### config.mk
export PLATFORM = sky130hd
export DESIGN_NAME = sobol_uniform_gen
export DESIGN_NICKNAME = d
export VERILOG_FILES = /design/src/rtl/sobol_uniform_gen.sv
export SDC_FILE = /design/constraint.sdc
export NUM_CORES = 2
export LEC_CHECK = 0
export CORE_MARGIN = 2
export CORE_UTILIZATION = 50
export DETAILED_ROUTE_END_ITERATION = 16
export GPL_ROUTABILITY_DRIVEN = 0
export PLACE_DENSITY = 0.76
export SLEW_MARGIN = 20
export SYNTH_ARGS = -nofsm -noshare
export SYNTH_HDL_FRONTEND = slang
export SYNTH_SLANG_ARGS = --single-unit
### constraint.sdc
create_clock -name clk -period 9.1 [get_ports clk]
set_clock_uncertainty 0.15 [all_clocks]
set_input_delay 2.275 -clock clk [delete_from_list [all_inputs] [get_ports clk]]
set_output_delay 2.275 -clock clk [all_outputs]
set_load 0.03 [all_outputs]
### src/rtl/sobol_uniform_gen.sv
// Gray-code (Antonov-Saleev) Sobol generator emitting DIMS interleaved uniform samples per point.
// Output is a registered 1-deep valid/ready stage; direction numbers live in a host-loaded RAM.
module sobol_uniform_gen #(
  parameter int WIDTH  = 32,
  parameter int QFRAC  = 21,
  parameter int DIMS   = 4,
  parameter int M_BITS = 32
) (
  input  logic                      clk,
  input  logic                      rst_n,
  input  logic                      dv_we,
  input  logic [$clog2(DIMS)-1:0]   dv_dim,
  input  logic [$clog2(M_BITS)-1:0] dv_bit,
  input  logic [M_BITS-1:0]         dv_data,
  input  logic                      start,
  input  logic [M_BITS-1:0]         n_points,
  output logic                      busy,
  output logic                      done,
  output logic                      valid_out,
  input  logic                      ready_in,
  output logic [WIDTH-1:0]          u_out,
  output logic [$clog2(DIMS)-1:0]   dim_out,
  output logic [M_BITS-1:0]         idx_out
);
  localparam int DW = $clog2(DIMS);
  localparam int CW = $clog2(M_BITS);

  typedef enum logic [1:0] {IDLE, RUN, DRAIN} state_t;

  state_t                       state;
  logic [M_BITS-1:0]            vram [DIMS][M_BITS];
  logic [DIMS-1:0][M_BITS-1:0]  x;
  logic [M_BITS-1:0]            n_lat, idx, idx_m1, xn;
  logic [DW-1:0]                d;
  logic [CW-1:0]                c;
  logic [QFRAC-1:0]             frac;
  logic                         adv, last;

  // Direction RAM has no reset so the host's table survives a reset.
  always_ff @(posedge clk)
    if (rst_n && state == IDLE && dv_we) vram[dv_dim][dv_bit] <= dv_data;

  always_comb begin
    idx_m1 = idx - M_BITS'(1);
    c = '0;
    for (int i = M_BITS-1; i >= 0; i--)
      if (!idx_m1[i]) c = CW'(i);
    xn   = x[d] ^ vram[d][c];
    frac = xn[M_BITS-1 -: QFRAC];
    adv  = !valid_out || ready_in;
    last = (idx == n_lat) && (d == DW'(DIMS-1));
  end

  always_ff @(posedge clk) begin
    if (!rst_n) begin
      state     <= IDLE;
      busy      <= 1'b0;
      done      <= 1'b0;
      valid_out <= 1'b0;
      u_out     <= '0;
      dim_out   <= '0;
      idx_out   <= '0;
      x         <= '0;
      idx       <= '0;
      d         <= '0;
      n_lat     <= '0;
    end else begin
      done <= 1'b0;
      case (state)
        IDLE:
          if (start && n_points != '0) begin
            n_lat <= n_points;
            x     <= '0;
            idx   <= M_BITS'(1);
            d     <= '0;
            busy  <= 1'b1;
            state <= RUN;
          end
        RUN:
          if (adv) begin
            x[d] <= xn;
            // A zero fraction would feed ln(0) downstream; clamp to one LSB.
            u_out     <= (frac == '0) ? WIDTH'(1) : WIDTH'(frac);
            dim_out   <= d;
            idx_out   <= idx;
            valid_out <= 1'b1;
            if (d == DW'(DIMS-1)) begin
              d   <= '0;
              idx <= idx + M_BITS'(1);
            end else begin
              d <= d + DW'(1);
            end
            if (last) state <= DRAIN;
          end
        DRAIN:
          if (valid_out && ready_in) begin
            valid_out <= 1'b0;
            done      <= 1'b1;
            busy      <= 1'b0;
            state     <= IDLE;
          end
        default: state <= IDLE;
      endcase
    end
  end
endmodule

==> flow_summary.toml <==
[run_status]
status = "finished, final reports clean"

[grt]
antenna_found_initial = 12
grt_pass1_wl_um = 445000
grt_max_degree = 105
track_usage_pct = 26.6
grt_pass1_vias = 63100
grt-ovfl-total = 0

[synthesis]
synth_top_area_cell = "edfxtp_1"
ys_types = 89
synth-seq-cells = 2900
synthArstFlopShare_pct = 0
yosysWarnings = 0
synthTopCellsByArea = "edfxtp_1 (70%), mux4_2 (14%), dfxtp_1 (3.7%)"
syn_area_mm2 = 0.115
synth_ff_type = "edfxtp_1"
ys_seq_area_share_pct = 74.1
avgSynthCellArea_um2 = 18.6
synth_top_area_share_pct = 70.4
syn_inst = 6160
synth-edff-count = 2688

[placed_design]
hpwl_um = 179000
port_buffers = 122
pre_cts_ws_ns = 1.26

[worst_hold_path]
hp-class = "flip-flop to flip-flop"
min-delay-start = "idx_out[2]$_SDFFE_PN0P_"

[sta]
min_period_over_period_pct = 90.4
setup_viol = 0
timing.final.ws_setup_ns = 0.873
period_minus_slack_ns = 8.23
fmax_mhz = 122
rsz0062_at_grt = "false"
tns_ns = 0
slew_headroom_pct = 5.01
hold_viol_final = 0
tightest_slew_ns = 1.42
whs_ns = 0.306
slew_violations = 0

[layout]
finalNetCount = 6547
n_fill_cell = 16200
layout-area-overhead-vs-synth_pct = 13.5
drive_gt1_share_pct = 24.0

[power]
peakVddDrop_mv = 0.210
powerDensity_mw_per_mm2 = 232
total_leakage_power_nw = 40.6

[worst_setup_path]
criticalPathCategory = "flip-flop to flip-flop"
worstSetupStartpoint = "idx[4]$_SDFFE_PN0P_"
worstPathArrival_ns = 8.95
start_kind = "flip-flop"
r2r-start = "idx[4]$_SDFFE_PN0P_"
crit_fanout = 18
required_ns = 9.83
cp-end-kind = "flip-flop"

[cts]
hold_buffers = 0
postCtsSetupBuffers = 0
numCtsBuffers = 299
tritoncts = "done"
cts.repair.resized = 0
root_buffer = "clkbuf_16"
clkLatencyLatePin_ns = 0.97
clock_sinks = 2900
ctsLongestPathBuffers = 4
htreeDepth = 5
path_clk_slew_ns = 0.06

[floorplanning]
dieArea_mm2 = 0.233
die_w_um = 483
io_pins = 145
rows = 175
die_y_um = 483
coreArea_mm2 = 0.228
start_util_pct = 50.3

[route]
post-route-drc-count = 0
ant_nets = 0
routedWlPerCell_um = 32.0
wl_um = 310000
vias_per_cell = 6.57
num_vias = 63800
drt-pass1-iter-count = 8
drtIter0Drc = 10200

[run]
max-cap-violations = 0
## cell families (layout without fill, tap and decap cells)
family | after synthesis | in the layout | share of synthesized area, %
and+or+nand+nor | 1314 | 1314 | 5.13
buffers and inverters | 431 | 946 | 1.60
AOI/OAI and AO/OA | 568 | 568 | 3.36
other | 1 | 18 | 0.00327
muxes | 843 | 843 | 14.9
xor gates and xnor gates | 97 | 97 | 0.748
adders and majority gates | 6 | 6 | 0.0655
DFF | 2900 | 2900 | 74.1
## Yosys cell counts, types with 10 or more instances
cell type	number
o21ai_0	33
buf_4	20
edfxtp_1	2688
buf_2	67
o22ai_1	29
a2111oi_0	15
mux2_2	13
and3_1	64
a31oi_1	61
dfxtp_1	212
nor2_1	336
a21oi_1	187
o211ai_1	23
nand2_1	567
mux4_2	693
or4_1	21
mux2i_1	136
inv_1	21
xnor2_1	40
and2_1	18
buf_1	46
clkbuf_1	270
a22oi_1	17
a311oi_1	17
a221oi_1	33
nor4_1	35
nor3_1	44
xor2_1	56
or3_1	13
nand4_1	44
or2_2	10
nand3_1	122
a211oi_1	43
## layout make-up
class                           count  area (um^2)  area share (%)
Clock inverter                    160         1300           0.998
Clock buffer                      361         7890            6.06
Tap cell                         3009         3760            2.90
Inverter                           21         81.3          0.0625
Sequential cell                  2900        85000            65.3
Antenna cell                        7         17.5          0.0135
Multi-Input combinational cell   2839        28500            21.9
Timing Repair Buffer              404         3540            2.72
## placed cells by master, fill, tap and decap left out, drive strengths merged, types with 13 or more instances in the layout
cell type	instances
a21oi	188
or4	22
nand4	44
o211ai	23
o22ai	29
buf	303
a2111oi	17
o21ai	36
a211oi	43
a221oi	34
or3	13
clkinvlp	19
nor4	38
mux4	693
xor2	56
and2	20
inv	31
a31oi	61
a311oi	17
mux2	14
edfxtp	2688
xnor2	41
nor2	336
mux2i	136
clkbuf	361
clkdlybuf4s50	101
nand2	568
clkinv	111
and3	64
a22oi	18
nor3	45
dfxtp	212
bufinv	20
nand3	122
## report_power, final
| part | switching (mW) | total [mW] | internal (mW) |
|---|---|---|---|
| Clock | 5.00 | 11.7 | 6.72 |
| Sequential | 0.0443 | 14.7 | 14.6 |
| Combinational | 2.62 | 3.84 | 1.22 |
| Total | 7.67 | 30.2 | 22.6 |
## per-layer routing
metal	GRT usage, %	routed length [um]	up-vias
li1	-	-	25600
met1	35.2	111000	32700
met2	41.1	145000	4767
met3	7.47	39100	759
met4	12.4	15300	8
met5	0	43	-
## worst paths after layout
path | slack, ns | depth (start not counted) | end
setup / recovery | 0.87 | 16 | u_out[0]$_SDFFE_PN0P_
hold / removal | 0.31 | 2 | idx_out[2]$_SDFFE_PN0P_
setup reg to reg | 0.87 | 16 | u_out[0]$_SDFFE_PN0P_
hold reg to reg | 0.31 | 2 | idx_out[2]$_SDFFE_PN0P_
## critical path, cell delays in order (launching register included)
cell and delay, ns:
dfxtp_1 0.50, or4_1 0.89, nor4b_1 0.87, nand2_1 0.19, o31a_1 0.42, o311ai_1 0.86
and2_2 0.65, buf_4 0.31, nand2_2 0.25, o22ai_1 0.64, nor3_1 0.11, a211oi_1 0.90
buf_4 0.25, xnor2_1 0.28, nand4_1 0.19, or4_1 0.42, o31ai_1 0.23
## sequential cells by signal (all words and copies together) (netlist names), named ones only
register,cells
valid_out,1
done,1
state,2
n_lat,32
idx,32
u_out,21
vram,2688
x,84
idx_out,32
d,2
dim_out,2
busy,1
## per-stage QoR
stage | utilization, % | std cells | total power, mW | instance area, um^2
after floorplan | - | 6170 | 16.9 | 115000
after global placement | 53.0 | 9173 | 18.6 | 121000
after detailed placement | 53.0 | 9173 | 18.6 | 121000
after CTS | 57.1 | 9694 | 30.2 | 130000
after global routing | 57.1 | 9694 | 30.9 | 130000
final | 57.1 | 9701 | 30.2 | 130000
(Power assumes the default switching activity.)
